==> src/rtl/vend_ctrl_multi_pkg.sv <==
// Shared types and coin helpers for the multi-item vending controller.
package vend_pkg;

    typedef enum logic [2:0] {
        ST_IDLE,
        ST_COLLECT,
        ST_VEND,
        ST_CHANGE,
        ST_DONE
    } state_t;

    localparam logic [1:0] COIN_NONE = 2'b00;
    localparam logic [1:0] COIN_5    = 2'b01;
    localparam logic [1:0] COIN_10   = 2'b10;
    localparam logic [1:0] COIN_25   = 2'b11;

    // Face value in units of a coin code; COIN_NONE is worth nothing.
    function automatic logic [7:0] coin_value(input logic [1:0] code);
        case (code)
            COIN_5:  coin_value = 8'd5;
            COIN_10: coin_value = 8'd10;
            COIN_25: coin_value = 8'd25;
            default: coin_value = 8'd0;
        endcase
    endfunction

    // Largest coin not exceeding the balance; COIN_NONE when nothing fits.
    function automatic logic [1:0] change_coin(input int unsigned bal);
        if (bal >= 32'd25)
            change_coin = COIN_25;
        else if (bal >= 32'd10)
            change_coin = COIN_10;
        else if (bal >= 32'd5)
            change_coin = COIN_5;
        else
            change_coin = COIN_NONE;
    endfunction

endpackage

==> src/rtl/vend_ctrl_multi_if.sv <==
// Front-panel / actuator bundle of the vending controller.
// master = panel side (drives requests), slave = controller.
interface vend_ctrl_multi_if #(
    parameter int N_ITEMS = 4,
    parameter int BAL_W   = 8
);
    localparam int SEL_W = $clog2(N_ITEMS);

    logic             start;
    logic [SEL_W-1:0] item_sel;
    logic             coin_valid;
    logic [1:0]       coin_sel;
    logic             cancel;
    logic             restock;

    logic             busy;
    logic             sold_out;
    logic             coin_reject;
    logic             vend_valid;
    logic [SEL_W-1:0] vend_item;
    logic             chg_valid;
    logic [1:0]       chg_coin;
    logic [BAL_W-1:0] bal_out;
    logic             done;

    modport master (
        output start, item_sel, coin_valid, coin_sel, cancel, restock,
        input  busy, sold_out, coin_reject, vend_valid, vend_item,
               chg_valid, chg_coin, bal_out, done
    );

    modport slave (
        input  start, item_sel, coin_valid, coin_sel, cancel, restock,
        output busy, sold_out, coin_reject, vend_valid, vend_item,
               chg_valid, chg_coin, bal_out, done
    );
endinterface

==> src/rtl/vend_stock.sv <==
// Per-item stock counters: decrement on dispense, bulk reload, empty flags.
module vend_stock #(
    parameter int N_ITEMS    = 4,
    parameter int STOCK_W    = 4,
    parameter int INIT_STOCK = 3
) (
    input  logic                       clk,
    input  logic                       reset,
    input  logic                       dec_en,
    input  logic [$clog2(N_ITEMS)-1:0] dec_idx,
    input  logic                       reload,
    output logic [N_ITEMS-1:0]         empty
);
    localparam int SEL_W = $clog2(N_ITEMS);

    logic [STOCK_W-1:0] cnt [N_ITEMS];

    // Counters reload on reset or restock; a dispense takes one unit, never below zero.
    always_ff @(posedge clk or negedge reset) begin
        if (!reset) begin
            for (int i = 0; i < N_ITEMS; i++)
                cnt[i] <= STOCK_W'(INIT_STOCK);
        end else if (reload) begin
            for (int i = 0; i < N_ITEMS; i++)
                cnt[i] <= STOCK_W'(INIT_STOCK);
        end else if (dec_en) begin
            for (int i = 0; i < N_ITEMS; i++)
                if (dec_idx == SEL_W'(i) && cnt[i] != '0)
                    cnt[i] <= cnt[i] - 1'b1;
        end
    end

    // Empty flag per item.
    always_comb begin
        for (int i = 0; i < N_ITEMS; i++)
            empty[i] = (cnt[i] == '0);
    end
endmodule

==> src/rtl/vend_ctrl_multi.sv <==
// Multi-item vending controller: purchase FSM, balance register,
// coin acceptance with overflow rejection and greedy change return.
module vend_ctrl_multi
    import vend_pkg::*;
#(
    parameter int                          N_ITEMS     = 4,
    parameter int                          BAL_W       = 8,
    parameter int                          STOCK_W     = 4,
    parameter int                          INIT_STOCK  = 3,
    parameter logic [N_ITEMS*BAL_W-1:0]    PRICE_TABLE = {8'd35, 8'd20, 8'd15, 8'd10}
) (
    input  logic               clk,
    input  logic               reset,
    vend_ctrl_multi_if.slave   bus
);
    localparam int SEL_W = $clog2(N_ITEMS);

    // Reject bad configurations at elaboration time.
    generate
        if (N_ITEMS < 2) begin : g_bad_items
            $error("vend_ctrl_multi: N_ITEMS must be at least 2");
        end
        if (BAL_W < 5) begin : g_bad_bal
            $error("vend_ctrl_multi: BAL_W must hold a 25-unit coin");
        end
        for (genvar g = 0; g < N_ITEMS; g++) begin : g_price_chk
            localparam int P = int'(PRICE_TABLE[g*BAL_W +: BAL_W]);
            if (P == 0 || (P % 5) != 0) begin : g_bad_price
                $error("vend_ctrl_multi: price of item %0d (%0d) must be a nonzero multiple of 5", g, P);
            end
        end
    endgenerate

    state_t           state_q;
    logic [BAL_W-1:0] bal_q;
    logic [BAL_W-1:0] price_q;
    logic [SEL_W-1:0] item_q;

    logic             busy_q;
    logic             sold_out_q;
    logic             coin_reject_q;
    logic             vend_valid_q;
    logic [SEL_W-1:0] vend_item_q;
    logic             chg_valid_q;
    logic [1:0]       chg_coin_q;
    logic             done_q;

    logic [N_ITEMS-1:0] empty;
    logic [BAL_W-1:0]   sel_price;
    logic               sel_empty;
    logic [BAL_W:0]     coin_sum;
    logic               coin_take;
    logic [BAL_W-1:0]   chg_val;
    logic [BAL_W-1:0]   bal_nxt;
    logic [1:0]         nxt_coin;

    // True when adding the coin keeps the balance within BAL_W bits.
    function automatic logic coin_fits(input logic [BAL_W:0] sum);
        return !sum[BAL_W];
    endfunction

    vend_stock #(
        .N_ITEMS    (N_ITEMS),
        .STOCK_W    (STOCK_W),
        .INIT_STOCK (INIT_STOCK)
    ) u_stock (
        .clk     (clk),
        .reset   (reset),
        .dec_en  (state_q == ST_VEND),
        .dec_idx (item_q),
        .reload  (state_q == ST_IDLE && bus.restock && !bus.start),
        .empty   (empty)
    );

    // Price and stock status of the item currently selected on the panel;
    // an index beyond the item count reads as sold out.
    always_comb begin
        sel_price = '0;
        sel_empty = 1'b1;
        for (int i = 0; i < N_ITEMS; i++) begin
            if (bus.item_sel == SEL_W'(i)) begin
                sel_price = PRICE_TABLE[i*BAL_W +: BAL_W];
                sel_empty = empty[i];
            end
        end
    end

    // Next balance: add an accepted coin, take the price, or pay out one change coin.
    always_comb begin
        coin_sum  = {1'b0, bal_q} + (BAL_W+1)'(coin_value(bus.coin_sel));
        coin_take = bus.coin_valid && (state_q == ST_COLLECT) &&
                    (bus.coin_sel != COIN_NONE) && coin_fits(coin_sum);
        chg_val   = BAL_W'(coin_value(change_coin(32'(bal_q))));
        bal_nxt   = bal_q;
        case (state_q)
            ST_COLLECT: if (coin_take) bal_nxt = coin_sum[BAL_W-1:0];
            ST_VEND:    bal_nxt = bal_q - price_q;
            ST_CHANGE:  bal_nxt = (chg_val == '0) ? '0 : bal_q - chg_val;
            default:    bal_nxt = bal_q;
        endcase
        nxt_coin = change_coin(32'(bal_nxt));
    end

    // Purchase FSM with registered outputs; pulses default low every cycle.
    always_ff @(posedge clk or negedge reset) begin
        if (!reset) begin
            state_q       <= ST_IDLE;
            bal_q         <= '0;
            price_q       <= '0;
            item_q        <= '0;
            busy_q        <= 1'b0;
            sold_out_q    <= 1'b0;
            coin_reject_q <= 1'b0;
            vend_valid_q  <= 1'b0;
            vend_item_q   <= '0;
            chg_valid_q   <= 1'b0;
            chg_coin_q    <= COIN_NONE;
            done_q        <= 1'b0;
        end else begin
            sold_out_q    <= 1'b0;
            coin_reject_q <= bus.coin_valid && !coin_take;
            vend_valid_q  <= 1'b0;
            chg_valid_q   <= 1'b0;
            chg_coin_q    <= COIN_NONE;
            done_q        <= 1'b0;
            bal_q         <= bal_nxt;

            case (state_q)
                ST_IDLE: begin
                    if (bus.start) begin
                        if (sel_empty) begin
                            sold_out_q <= 1'b1;
                        end else begin
                            item_q  <= bus.item_sel;
                            price_q <= sel_price;
                            busy_q  <= 1'b1;
                            state_q <= ST_COLLECT;
                        end
                    end
                end
                ST_COLLECT: begin
                    // Cancel wins over a completed payment; any coin this cycle is refunded too.
                    if (bus.cancel) begin
                        state_q     <= ST_CHANGE;
                        chg_valid_q <= (nxt_coin != COIN_NONE);
                        chg_coin_q  <= nxt_coin;
                    end else if (bal_q >= price_q) begin
                        state_q      <= ST_VEND;
                        vend_valid_q <= 1'b1;
                        vend_item_q  <= item_q;
                    end
                end
                ST_VEND: begin
                    state_q     <= ST_CHANGE;
                    chg_valid_q <= (nxt_coin != COIN_NONE);
                    chg_coin_q  <= nxt_coin;
                end
                ST_CHANGE: begin
                    // Leave as soon as the balance is paid out, so DONE follows the last coin.
                    if (bal_nxt == '0) begin
                        state_q <= ST_DONE;
                        done_q  <= 1'b1;
                    end else begin
                        chg_valid_q <= (nxt_coin != COIN_NONE);
                        chg_coin_q  <= nxt_coin;
                    end
                end
                ST_DONE: begin
                    state_q <= ST_IDLE;
                    busy_q  <= 1'b0;
                end
                default: begin
                    state_q <= ST_IDLE;
                    busy_q  <= 1'b0;
                end
            endcase
        end
    end

    assign bus.busy        = busy_q;
    assign bus.sold_out    = sold_out_q;
    assign bus.coin_reject = coin_reject_q;
    assign bus.vend_valid  = vend_valid_q;
    assign bus.vend_item   = vend_item_q;
    assign bus.chg_valid   = chg_valid_q;
    assign bus.chg_coin    = chg_coin_q;
    assign bus.bal_out     = bal_q;
    assign bus.done        = done_q;
endmodule

==> src/flat_wrapper.sv <==
// flat-port wrapper written by rule: the top's interface ports become plain ports
module vend_ctrl_multi_flat import vend_pkg::*;
#(
    parameter int                          N_ITEMS     = 4,
    parameter int                          BAL_W       = 8,
    parameter int                          STOCK_W     = 4,
    parameter int                          INIT_STOCK  = 3,
    parameter logic [N_ITEMS*BAL_W-1:0]    PRICE_TABLE = {8'd35, 8'd20, 8'd15, 8'd10}
)
  (clk, reset, bus_start, bus_item_sel, bus_coin_valid, bus_coin_sel, bus_cancel, bus_restock, bus_busy, bus_sold_out, bus_coin_reject, bus_vend_valid, bus_vend_item, bus_chg_valid, bus_chg_coin, bus_bal_out, bus_done);
  vend_ctrl_multi_if #(.N_ITEMS(N_ITEMS), .BAL_W(BAL_W)) bus_i ();
  input  logic clk;
  input  logic reset;
  input wire logic [$bits(bus_i.start)-1:0] bus_start;
  input wire logic [$bits(bus_i.item_sel)-1:0] bus_item_sel;
  input wire logic [$bits(bus_i.coin_valid)-1:0] bus_coin_valid;
  input wire logic [$bits(bus_i.coin_sel)-1:0] bus_coin_sel;
  input wire logic [$bits(bus_i.cancel)-1:0] bus_cancel;
  input wire logic [$bits(bus_i.restock)-1:0] bus_restock;
  output wire logic [$bits(bus_i.busy)-1:0] bus_busy;
  output wire logic [$bits(bus_i.sold_out)-1:0] bus_sold_out;
  output wire logic [$bits(bus_i.coin_reject)-1:0] bus_coin_reject;
  output wire logic [$bits(bus_i.vend_valid)-1:0] bus_vend_valid;
  output wire logic [$bits(bus_i.vend_item)-1:0] bus_vend_item;
  output wire logic [$bits(bus_i.chg_valid)-1:0] bus_chg_valid;
  output wire logic [$bits(bus_i.chg_coin)-1:0] bus_chg_coin;
  output wire logic [$bits(bus_i.bal_out)-1:0] bus_bal_out;
  output wire logic [$bits(bus_i.done)-1:0] bus_done;
  assign bus_i.start = bus_start;
  assign bus_i.item_sel = bus_item_sel;
  assign bus_i.coin_valid = bus_coin_valid;
  assign bus_i.coin_sel = bus_coin_sel;
  assign bus_i.cancel = bus_cancel;
  assign bus_i.restock = bus_restock;
  assign bus_busy = bus_i.busy;
  assign bus_sold_out = bus_i.sold_out;
  assign bus_coin_reject = bus_i.coin_reject;
  assign bus_vend_valid = bus_i.vend_valid;
  assign bus_vend_item = bus_i.vend_item;
  assign bus_chg_valid = bus_i.chg_valid;
  assign bus_chg_coin = bus_i.chg_coin;
  assign bus_bal_out = bus_i.bal_out;
  assign bus_done = bus_i.done;
  vend_ctrl_multi #(.N_ITEMS(N_ITEMS), .BAL_W(BAL_W), .STOCK_W(STOCK_W), .INIT_STOCK(INIT_STOCK), .PRICE_TABLE(PRICE_TABLE)) u_core (.clk(clk), .reset(reset), .bus(bus_i));
endmodule
==> config.mk <==
export PLATFORM = sky130hd
export DESIGN_NAME = vend_ctrl_multi_flat
export DESIGN_NICKNAME = d
export VERILOG_FILES = /design/src/rtl/vend_ctrl_multi_pkg.sv /design/src/rtl/vend_ctrl_multi_if.sv /design/src/rtl/vend_stock.sv /design/src/rtl/vend_ctrl_multi.sv /design/src/flat_wrapper.sv
export SDC_FILE = /design/constraint.sdc
export NUM_CORES = 1
export LEC_CHECK = 0
export BUFFER_PORTS_ARGS = -buffer_cell sky130_fd_sc_hd__buf_2
export CAP_MARGIN = 0
export CORE_MARGIN = 3
export CORE_UTILIZATION = 55
export CTS_CLUSTER_SIZE = 12
export DETAILED_ROUTE_END_ITERATION = 10
export GPL_TIMING_DRIVEN = 0
export PLACE_DENSITY = 0.83
export SLEW_MARGIN = 10
export SYNTH_ARGS = -nofsm -noshare
export SYNTH_HDL_FRONTEND = slang
export SYNTH_HIERARCHICAL = 1
export SYNTH_SLANG_ARGS = --single-unit
==> constraint.sdc <==
create_clock -name clk -period 3.22 [get_ports clk]
set_clock_uncertainty 0.05 [all_clocks]
set_input_delay 0.161 -clock clk [delete_from_list [all_inputs] [get_ports clk]]
set_output_delay 0.161 -clock clk [all_outputs]
set_load 0.02 [all_outputs]
==> impl_metrics.py, run 1 <==
metrics = {
    "status": {
        "status": "complete, but fails checks",
        "failed_checks": "negative hold slack, negative setup slack",
    },
    "yosys": {
        "synthArstFlopShare": 1.00,
        "ys_ff_latch": 45,
        "synth_edf_count": 0,
        "synth.avg_cell_area_um2": 8.94,
        "synth_nets": 418,
        "ys_seq_area_frac": 0.339,
        "synth_top_area_frac": 0.276,
        "post-synth-top-area-cell": "dfrtp_1",
        "yosys_warnings": 6,
        "syn_area_mm2": 0.00335,
        "synth.area.top_cells": "dfrtp_1, ha_1, dfstp_2",
        "synth_cell_types": 64,
        "synthFlopType": "dfrtp_1",
        "netlist_instances": 375,
    },
    "clocking": {
        "cts-root-buf": "clkbuf_8",
        "cts_sinks": 45,
        "clkTransAtPathRegs_ns": 0.08,
        "htreeDepth": 2,
        "cts_tree": "done",
        "clk_latency_ns": 0.31,
        "cts-buffers-inserted": 5,
        "clk_path_buf_depth": 2,
    },
    "placement": {
        "gp_congestion": 0.925,
        "port_buffers": 27,
        "placed_cells": 474,
        "place_hpwl_um": 6240,
    },
    "worst_setup_path": {
        "worstPathMaxFanout": 7,
        "r2r_cells": 16,
        "r2r-start": "u_core/bus.bal_out[6]",
        "regToRegSetupSlack_ns": -0.27,
        "worstSetupStartpointType": "flip-flop",
        "arrival_ns": 3.70,
        "r2r-end": "u_core/state_q[2]",
        "required_ns": 3.43,
        "end_kind": "flip-flop",
        "crit_type": "flip-flop to flip-flop",
    },
    "final_layout": {
        "multi_input_area_mm2": 0.00225,
        "syn_to_final_growth_pct": 23.0,
        "ff_latch_area_mm2": 0.00114,
        "nets": 481,
        "layout-drive-gt1-share": 0.296,
        "n_fill_cell": 400,
        "final_cells": 511,
        "diodes": 0,
    },
    "die": {
        "ios": 28,
        "rows": 27,
        "fp.dieH_um": 84.1,
        "die_w_um": 84.1,
        "dieArea_mm2": 0.00706,
        "core_area_mm2": 0.00571,
        "start_util": 0.587,
    },
    "global_routing": {
        "grt_max_degree": 46,
        "overflow": 0,
        "grt_pass1_vias": 3221,
        "grt_pass1_wl_um": 15700,
        "antenna_found_initial": 0,
        "track_usage": 0.277,
    },
    "pwr": {
        "power_density_mw_per_mm2": 1210,
        "peakVddDrop_mv": 1.15,
        "p_leak_nw": 1.84,
        "total_power_w": 0.00498,
    },
    "timing": {
        "fmax_ghz": 0.286,
        "hold_viol": 37,
        "relSlewSlack": 0.325,
        "final-max-slew-violation-count": 0,
        "fin_ws_ns": -0.273,
        "fin_crit_sh": 1.08,
        "fin_hold_ws_ns": -0.0368,
        "rsz0062_at_grt": "true",
        "worst_pin_slew_ns": 1.01,
        "finalCriticalPeriod_ns": 3.49,
        "setup_viol": 7,
    },
    "route": {
        "num_vias": 3363,
        "wl_per_cell_um": 19.2,
        "antenna_left": 0,
        "dr.pass1.iters": 6,
        "remaining_drc_errors": 0,
        "first_iter_violations": 476,
        "routed_via_density": 6.58,
        "finalWirelength_um": 9810,
    },
    "job": {
        "drv_cap": 0,
    },
    "min_path": {
        "hold_class": "input pin to async pin",
    },
}
cell families (layout without fill, tap and decap cells):
| kind of cell | count (synthesis) | after routing | share of synthesized area |
|---|---|---|---|
| buffers and inverters | 47 | 111 | 0.0568 |
| muxes | 4 | 4 | 0.0134 |
| DFF | 45 | 45 | 0.339 |
| adders and majority gates | 33 | 33 | 0.130 |
| AOI/OAI and AO/OA | 112 | 112 | 0.220 |
| xor gates and xnor gates | 6 | 6 | 0.0157 |
| and+or+nand+nor | 128 | 128 | 0.225 |
timing repair:
action                     CTS  global route
pin swaps                   18            10
hold buffers                 0             0
gates cloned                 0             0
hold endpoints to repair     0             0
setup endpoints to repair   10             9
resized for setup           38             7
buffers inserted            24             7
layout by cell type (no fill, tap or decap), types with 6 or more instances in the layout:
cell,instances
nand2_1,16
nor3b_1,7
or3_1,6
ha_1,26
clkbuf_1,7
nor3_1,12
dfrtp_1,33
dfstp_2,8
o21ai_0,29
nor2_1,17
nor2b_1,6
a21oi_1,27
buf_2,29
buf_4,30
or4_1,7
inv_1,34
nand3_1,10
report_power, final:
group	internal (W)	switching [W]	total, W
sequential	0.000812	0.000190	0.00100
combinational	0.00154	0.00208	0.00362
clock	0.000151	0.000205	0.000355
total	0.00250	0.00248	0.00498
routing by layer:
layer,global-route usage,wire length (um),vias up
met3,0.0622,849,60
met5,0,0,-
met4,0.111,450,0
met1,0.368,4070,1586
met2,0.435,4450,210
li1,-,-,1507
cell usage after synthesis, drive strengths merged, types with 7 or more instances:
| cell | n |
|---|---|
| nor3 | 13 |
| nand2 | 19 |
| a21oi | 32 |
| nor4 | 7 |
| o21ai | 31 |
| dfstp | 8 |
| nand3 | 12 |
| ha | 30 |
| dfrtp | 37 |
| nor3b | 7 |
| or4 | 7 |
| inv | 35 |
| nor2 | 18 |
state kept, by name, summed over array words and instances (netlist names):
signal                  count
u_core/bus.bal_out          8
u_core/bus.busy             1
u_core/bus.chg_coin         2
u_core/bus.chg_valid        1
u_core/bus.coin_reject      1
u_core/bus.done             1
u_core/bus.sold_out         1
u_core/bus.vend_item        2
u_core/bus.vend_valid       1
u_core/item_q               2
u_core/price_q              6
u_core/state_q              3
u_core/u_stock/cnt         16
how the worst max path moves through the flow:
| stage | from | endpoint | slack (ns) | depth (start not counted) |
|---|---|---|---|---|
| floorplan | u_core/bus.bal_out[1] | u_core/bus.chg_coin[1] | -0.11 | 12 |
| global placement | u_core/bus.bal_out[1] | u_core/bus.chg_valid | -0.49 | 12 |
| detailed placement | u_core/bus.bal_out[5] | u_core/bus.chg_valid | -0.58 | 13 |
| CTS | u_core/bus.bal_out[7] | u_core/state_q[2] | -0.12 | 15 |
| global route | u_core/bus.bal_out[6] | u_core/state_q[0] | -0.36 | 14 |
| finish | u_core/bus.bal_out[6] | u_core/state_q[2] | -0.27 | 16 |
worst max-delay path, cell delays in order, from the launching register on:
cell and delay (ns):
dfrtp_1 0.41, buf_6 0.15, nor4_4 0.33, and2_4 0.27, nand2_8 0.08, nand2_2 0.07, ha_2 0.16, inv_1 0.05
fa_2 0.37, nand3_2 0.10, nand2_2 0.07, xnor2_1 0.19, nor2_1 0.08, a2111o_1 0.43, nor4_4 0.31, buf_6 0.18
and2_4 0.14
layout make-up:
cell class                      count  share of cell area
Multi-Input combinational cell    283               0.546
Timing Repair Buffer               58              0.0902
Tap cell                           72              0.0219
Inverter                           35              0.0319
Sequential cell                    45               0.277
Buffer                             10              0.0134
Clock inverter                      2             0.00243
Clock buffer                        6              0.0176
per-stage QoR:
stage          area, um^2  setup TNS (ns)   util  hold WS [ns]  worst slack [ns]
2_1_floorplan        3380          -0.676      -        -0.185            -0.113
3_3_place_gp         3600           -3.16  0.631         0.327            -0.486
3_5_place_dp         3600           -4.01  0.631         0.340            -0.578
4_1_cts              4040          -0.794  0.708       0.00959            -0.124
5_1_grt              4120           -2.52  0.722        0.0255            -0.359
6_report             4120           -1.85  0.722       -0.0368            -0.273
Power figures use the tool's default switching activity.
==> run 2, diff against run 1 <==
--- a/config.mk
+++ b/config.mk
@@ -13,6 +13,7 @@
 export DETAILED_ROUTE_END_ITERATION = 10
 export GPL_TIMING_DRIVEN = 0
 export PLACE_DENSITY = 0.83
+export RECOVER_POWER = 100
 export SLEW_MARGIN = 10
 export SYNTH_ARGS = -nofsm -noshare
 export SYNTH_HDL_FRONTEND = slang
==> impl_metrics.py, run 2 (synthesis results as in run 1) <==
metrics = {
    "timing": {
        "setup_viol": 8,
        "fin_ws_ns": -0.321,
        "relSlewSlack": -0.629,
        "worst_pin_slew_ns": 2.44,
        "rsz0062_at_grt": "true",
        "finalCriticalPeriod_ns": 3.54,
        "final-max-slew-violation-count": 46,
        "fmax_ghz": 0.282,
        "fin_hold_ws_ns": 0.0156,
        "fin_crit_sh": 1.10,
        "hold_viol": 0,
    },
    "clocking": {
        "htreeDepth": 2,
        "clk_latency_ns": 0.31,
        "cts-buffers-inserted": 5,
        "cts_sinks": 45,
        "cts_tree": "done",
        "clk_path_buf_depth": 2,
        "clkTransAtPathRegs_ns": 0.08,
        "cts-root-buf": "clkbuf_8",
    },
    "route": {
        "finalWirelength_um": 9850,
        "first_iter_violations": 469,
        "routed_via_density": 6.62,
        "num_vias": 3382,
        "wl_per_cell_um": 19.3,
        "remaining_drc_errors": 0,
        "dr.pass1.iters": 8,
        "antenna_left": 0,
    },
    "worst_setup_path": {
        "worstPathMaxFanout": 7,
        "regToRegSetupSlack_ns": -0.32,
        "required_ns": 3.35,
        "arrival_ns": 3.68,
        "crit_type": "flip-flop to flip-flop",
        "r2r-start": "u_core/bus.bal_out[6]",
        "r2r-end": "u_core/bus.chg_coin[0]",
        "end_kind": "flip-flop",
        "worstSetupStartpointType": "flip-flop",
        "r2r_cells": 14,
    },
    "final_layout": {
        "largest_reg_flops": 16,
        "regMostFlops": "u_core/u_stock/cnt",
        "final_common_cell": "inv_1",
        "nets": 481,
        "final_cell_mix": "inv_1, dfrtp_1, buf_4",
        "diodes": 0,
        "n_fill_cell": 406,
        "syn_to_final_growth_pct": 22.6,
        "layout-drive-gt1-share": 0.271,
    },
    "status": {
        "status": "complete, but fails checks",
        "failed_checks": "max-capacitance violations, max-slew violations, negative setup slack",
    },
    "job": {
        "drv_cap": 1,
    },
    "die": {
        "fp.dieH_um": 84.1,
        "die_w_um": 84.1,
        "core_area_mm2": 0.00571,
        "rows": 27,
        "ios": 28,
        "dieArea_mm2": 0.00706,
        "start_util": 0.587,
    },
    "min_path": {
        "hold_class": "input pin to flip-flop",
        "hold_depth": 2,
        "min_to": "u_core/bus.coin_reject",
        "min_from": "bus_coin_valid",
    },
    "global_routing": {
        "track_usage": 0.277,
        "overflow": 0,
        "antenna_found_initial": 0,
        "grt_max_degree": 46,
        "grt_pass1_vias": 3221,
        "grt_pass1_wl_um": 15700,
    },
    "placement": {
        "port_buffers": 27,
        "dp_slack_ns": -0.578,
        "place_hpwl_um": 6240,
        "gp_congestion": 0.925,
    },
    "pwr": {
        "power_density_mw_per_mm2": 1210,
        "peakVddDrop_mv": 1.16,
        "p_leak_nw": 1.81,
    },
}
==> run 2: worst max-delay path by stage <==
stage / startpoint / endpoint / slack (ns) / cells after the start
floorplan: u_core/bus.bal_out[1] / u_core/bus.chg_coin[1] / -0.11 / 12
global placement: u_core/bus.bal_out[1] / u_core/bus.chg_valid / -0.49 / 12
detailed placement: u_core/bus.bal_out[5] / u_core/bus.chg_valid / -0.58 / 13
CTS: u_core/bus.bal_out[7] / u_core/state_q[2] / -0.12 / 15
global route: u_core/bus.bal_out[6] / u_core/state_q[0] / -0.36 / 14
finish: u_core/bus.bal_out[6] / u_core/bus.chg_coin[0] / -0.32 / 14
==> run 2: timing repair <==
item | in CTS | in global routing
gates cloned | 0 | 0
hold buffers | 0 | 0
setup buffers | 24 | 7
resized for setup | 38 | 7
pin swaps | 18 | 10
setup endpoints to repair | 10 | 9
==> run 2: metrics by stage <==
stage                     utilization  power [W]  TNS [ns]  cells  instance area [um^2]
after floorplan                     -    0.00287    -0.676    375                  3380
after global placement          0.631    0.00337     -3.16    474                  3600
after detailed placement        0.631    0.00348     -4.01    474                  3600
after CTS                       0.708    0.00454    -0.794    505                  4040
after global routing            0.719    0.00525     -2.52    511                  4110
final                           0.719    0.00497     -2.08    511                  4110
==> run 2: where the power goes <==
group	internal (W)	switching [W]
logic	0.00153	0.00209
clock network	0.000151	0.000206
registers	0.000812	0.000191
==> run 2: critical path, cell delays in order (launching register included) <==
cell and delay [ns]:
dfrtp_1 0.41, buf_6 0.15, nor4_4 0.34, and2_4 0.27
nand2b_4 0.15, ha_4 0.20, and3b_2 0.22, o211ai_1 0.30
nand3_1 0.15, a22oi_2 0.18, a21bo_1 0.23, a211o_1 0.34
buf_4 0.17, nor3_4 0.18, a21oi_2 0.08
==> run 2: routing by layer <==
metal	part of all wire	track usage
met5	0	0
met1	0.41	0.368
met3	0.094	0.0622
met4	0.045	0.111
met2	0.45	0.435
==> run 2: layout make-up <==
type / instances / area, um^2 / share of cell area
Multi-Input combinational cell: 283 / 2250 / 0.548
Timing Repair Buffer: 58 / 358 / 0.0871
Buffer: 10 / 55.1 / 0.0134
Clock buffer: 6 / 72.6 / 0.0177
Inverter: 35 / 131 / 0.0320
Tap cell: 72 / 90.1 / 0.0219
Clock inverter: 2 / 10.0 / 0.00244
Sequential cell: 45 / 1140 / 0.278
==> run 3, diff against run 2 <==
--- a/config.mk
+++ b/config.mk
@@ -6,13 +6,12 @@
 export NUM_CORES = 1
 export LEC_CHECK = 0
 export BUFFER_PORTS_ARGS = -buffer_cell sky130_fd_sc_hd__buf_2
-export CAP_MARGIN = 0
 export CORE_MARGIN = 3
-export CORE_UTILIZATION = 55
+export CORE_UTILIZATION = 27
 export CTS_CLUSTER_SIZE = 12
 export DETAILED_ROUTE_END_ITERATION = 10
 export GPL_TIMING_DRIVEN = 0
-export PLACE_DENSITY = 0.83
+export PLACE_DENSITY = 0.5
 export RECOVER_POWER = 100
 export SLEW_MARGIN = 10
 export SYNTH_ARGS = -nofsm -noshare
==> impl_metrics.py, run 3 (synthesis results as in run 1) <==
metrics = {
    "worst_setup_path": {
        "r2r_cells": 15,
        "regToRegSetupSlack_ns": -0.11,
        "crit_path_cell_trace": "buf_6 > nor4_4 > and2_4 > nand2_4 > nand2_2 > ha_4 > inv_2 > fa_2 > nand3_2 > nand2_2 > xnor2_1 > nor2_1 > a2111o_1 > nor4_4 > and2_1",
        "crit_family": "simple AND/OR/NAND/NOR gates",
        "required_ns": 3.39,
        "arrival_ns": 3.50,
        "crit_type": "flip-flop to flip-flop",
        "crit_buf_inv": 2,
        "worstPathMaxFanout": 10,
        "cpMaxStageDelayCell": "nor4_4",
        "worstSetupStartpointType": "flip-flop",
        "r2r-end": "u_core/bus.done",
        "r2r-start": "u_core/bus.bal_out[6]",
        "end_kind": "flip-flop",
        "crit_cells": 15,
        "max_stage_delay_ns": 0.43,
    },
    "timing": {
        "fin_ws_ns": -0.109,
        "fin_crit_sh": 1.03,
        "final-max-slew-violation-count": 46,
        "worst_pin_slew_ns": 2.65,
        "fin_hold_ws_ns": 0.0525,
        "rsz0062_at_grt": "true",
        "finalCriticalPeriod_ns": 3.33,
        "fmax_ghz": 0.300,
        "setup_viol": 7,
        "relSlewSlack": -0.769,
        "hold_viol": 0,
    },
    "placement": {
        "port_buffers": 27,
        "gp_congestion": 0.880,
        "place_area_mm2": 0.00372,
        "place_hpwl_um": 6710,
    },
    "clocking": {
        "clkTransAtPathRegs_ns": 0.07,
        "cts_sinks": 45,
        "clk_path_buf_depth": 2,
        "htreeDepth": 2,
        "clk_latency_ns": 0.28,
        "cts-root-buf": "clkbuf_16",
        "cts_tree": "done",
        "cts-buffers-inserted": 5,
        "cts_hold_buf": 0,
    },
    "pwr": {
        "pwr-share-comb": 0.675,
        "p_sw_frac": 0.472,
        "pwr-share-clk": 0.113,
        "p_seq_frac": 0.212,
        "power_density_mw_per_mm2": 1130,
        "switchingPower_w": 0.00223,
        "total_power_w": 0.00472,
        "p_int_w": 0.00249,
        "peakVddDrop_mv": 0.699,
        "p_leak_nw": 1.76,
    },
    "final_layout": {
        "syn_to_final_growth_pct": 24.4,
        "largest_reg_flops": 16,
        "multi_input_area_mm2": 0.00221,
        "nets": 471,
        "diodes": 0,
        "ff_latch_area_mm2": 0.00114,
        "final_cell_area_mm2": 0.00417,
        "n_fill_cell": 1263,
        "final_cell_mix": "inv_1, dfrtp_1, a21oi_1",
        "regMostFlops": "u_core/u_stock/cnt",
        "layout-drive-gt1-share": 0.228,
    },
    "global_routing": {
        "antenna_found_initial": 0,
        "grt_pass1_vias": 3022,
        "overflow": 0,
        "track_usage": 0.138,
        "grt_max_degree": 46,
        "grt_pass1_wl_um": 15800,
    },
    "die": {
        "rows": 40,
        "fp.dieH_um": 117,
        "core_area_mm2": 0.0121,
        "die_w_um": 117,
        "ios": 28,
        "start_util": 0.278,
        "dieArea_mm2": 0.0138,
    },
    "status": {
        "status": "complete, but fails checks",
        "failed_checks": "max-capacitance violations, max-slew violations, negative setup slack",
    },
    "route": {
        "first_iter_violations": 170,
        "antenna_left": 0,
        "remaining_drc_errors": 0,
        "routed_via_density": 5.04,
        "num_vias": 3008,
        "dr.pass1.iters": 4,
        "finalWirelength_um": 9460,
        "wl_per_cell_um": 15.8,
    },
    "min_path": {
        "hold_depth": 2,
        "min_from": "bus_coin_valid",
        "hold_class": "input pin to flip-flop",
        "min_to": "u_core/bus.coin_reject",
    },
    "job": {
        "drv_cap": 1,
    },
}
==> run 3: power groups by stage <==
stage / registers (W) / logic, W / clock network [W]
floorplan: 0.00106 / 0.00181 / 0
global placement: 0.00103 / 0.00248 / 0
detailed placement: 0.00103 / 0.00250 / 0
CTS: 0.000990 / 0.00309 / 0.000553
global route: 0.00103 / 0.00352 / 0.000579
finish: 0.00100 / 0.00318 / 0.000534
==> run 3: area by class of cell <==
cell class	instances	area share
multi-input combinational	283	0.530
sequential	45	0.274
timing repair buffer	48	0.0663
tap	168	0.0504
clock buffer	6	0.0333
inverter	35	0.0315
buffer	10	0.0111
clock inverter	2	0.00330
==> run 3: per-stage QoR <==
stage | TNS [ns] | cells | setup WS, ns | util
after floorplan | -0.676 | 375 | -0.113 | -
after detailed placement | -3.66 | 570 | -0.544 | 0.309
after global placement | -3.82 | 570 | -0.539 | 0.309
after CTS | -0.734 | 595 | -0.125 | 0.345
final | -0.635 | 597 | -0.109 | 0.346
after global routing | -2.14 | 597 | -0.312 | 0.346
==> run 3: worst max path at each step <==
stage | start | end | slack (ns)
after global placement | u_core/bus.bal_out[2] | u_core/bus.chg_valid | -0.54
after CTS | u_core/bus.bal_out[7] | u_core/bus.chg_coin[1] | -0.12
after global routing | u_core/bus.bal_out[7] | u_core/state_q[0] | -0.31
after floorplan | u_core/bus.bal_out[1] | u_core/bus.chg_coin[1] | -0.11
final | u_core/bus.bal_out[6] | u_core/bus.done | -0.11
after detailed placement | u_core/bus.bal_out[5] | u_core/state_q[1] | -0.54
==> run 3: repair_timing <==
item	CTS	global route
setup buffers	18	3
endpoints found under the hold margin	0	0
endpoints found under the setup margin	9	10
gates resized for setup	31	8
pin swaps	21	4
==> run 3: layer usage <==
layer | share of wire | track usage | up-vias | wire length, um
met5 | 0 | 0 | - | 0
met4 | 0.012 | 0.0293 | 0 | 114
met3 | 0.021 | 0.0198 | 10 | 197
met2 | 0.48 | 0.225 | 40 | 4570
met1 | 0.48 | 0.195 | 1476 | 4580
li1 | - | - | 1482 | -
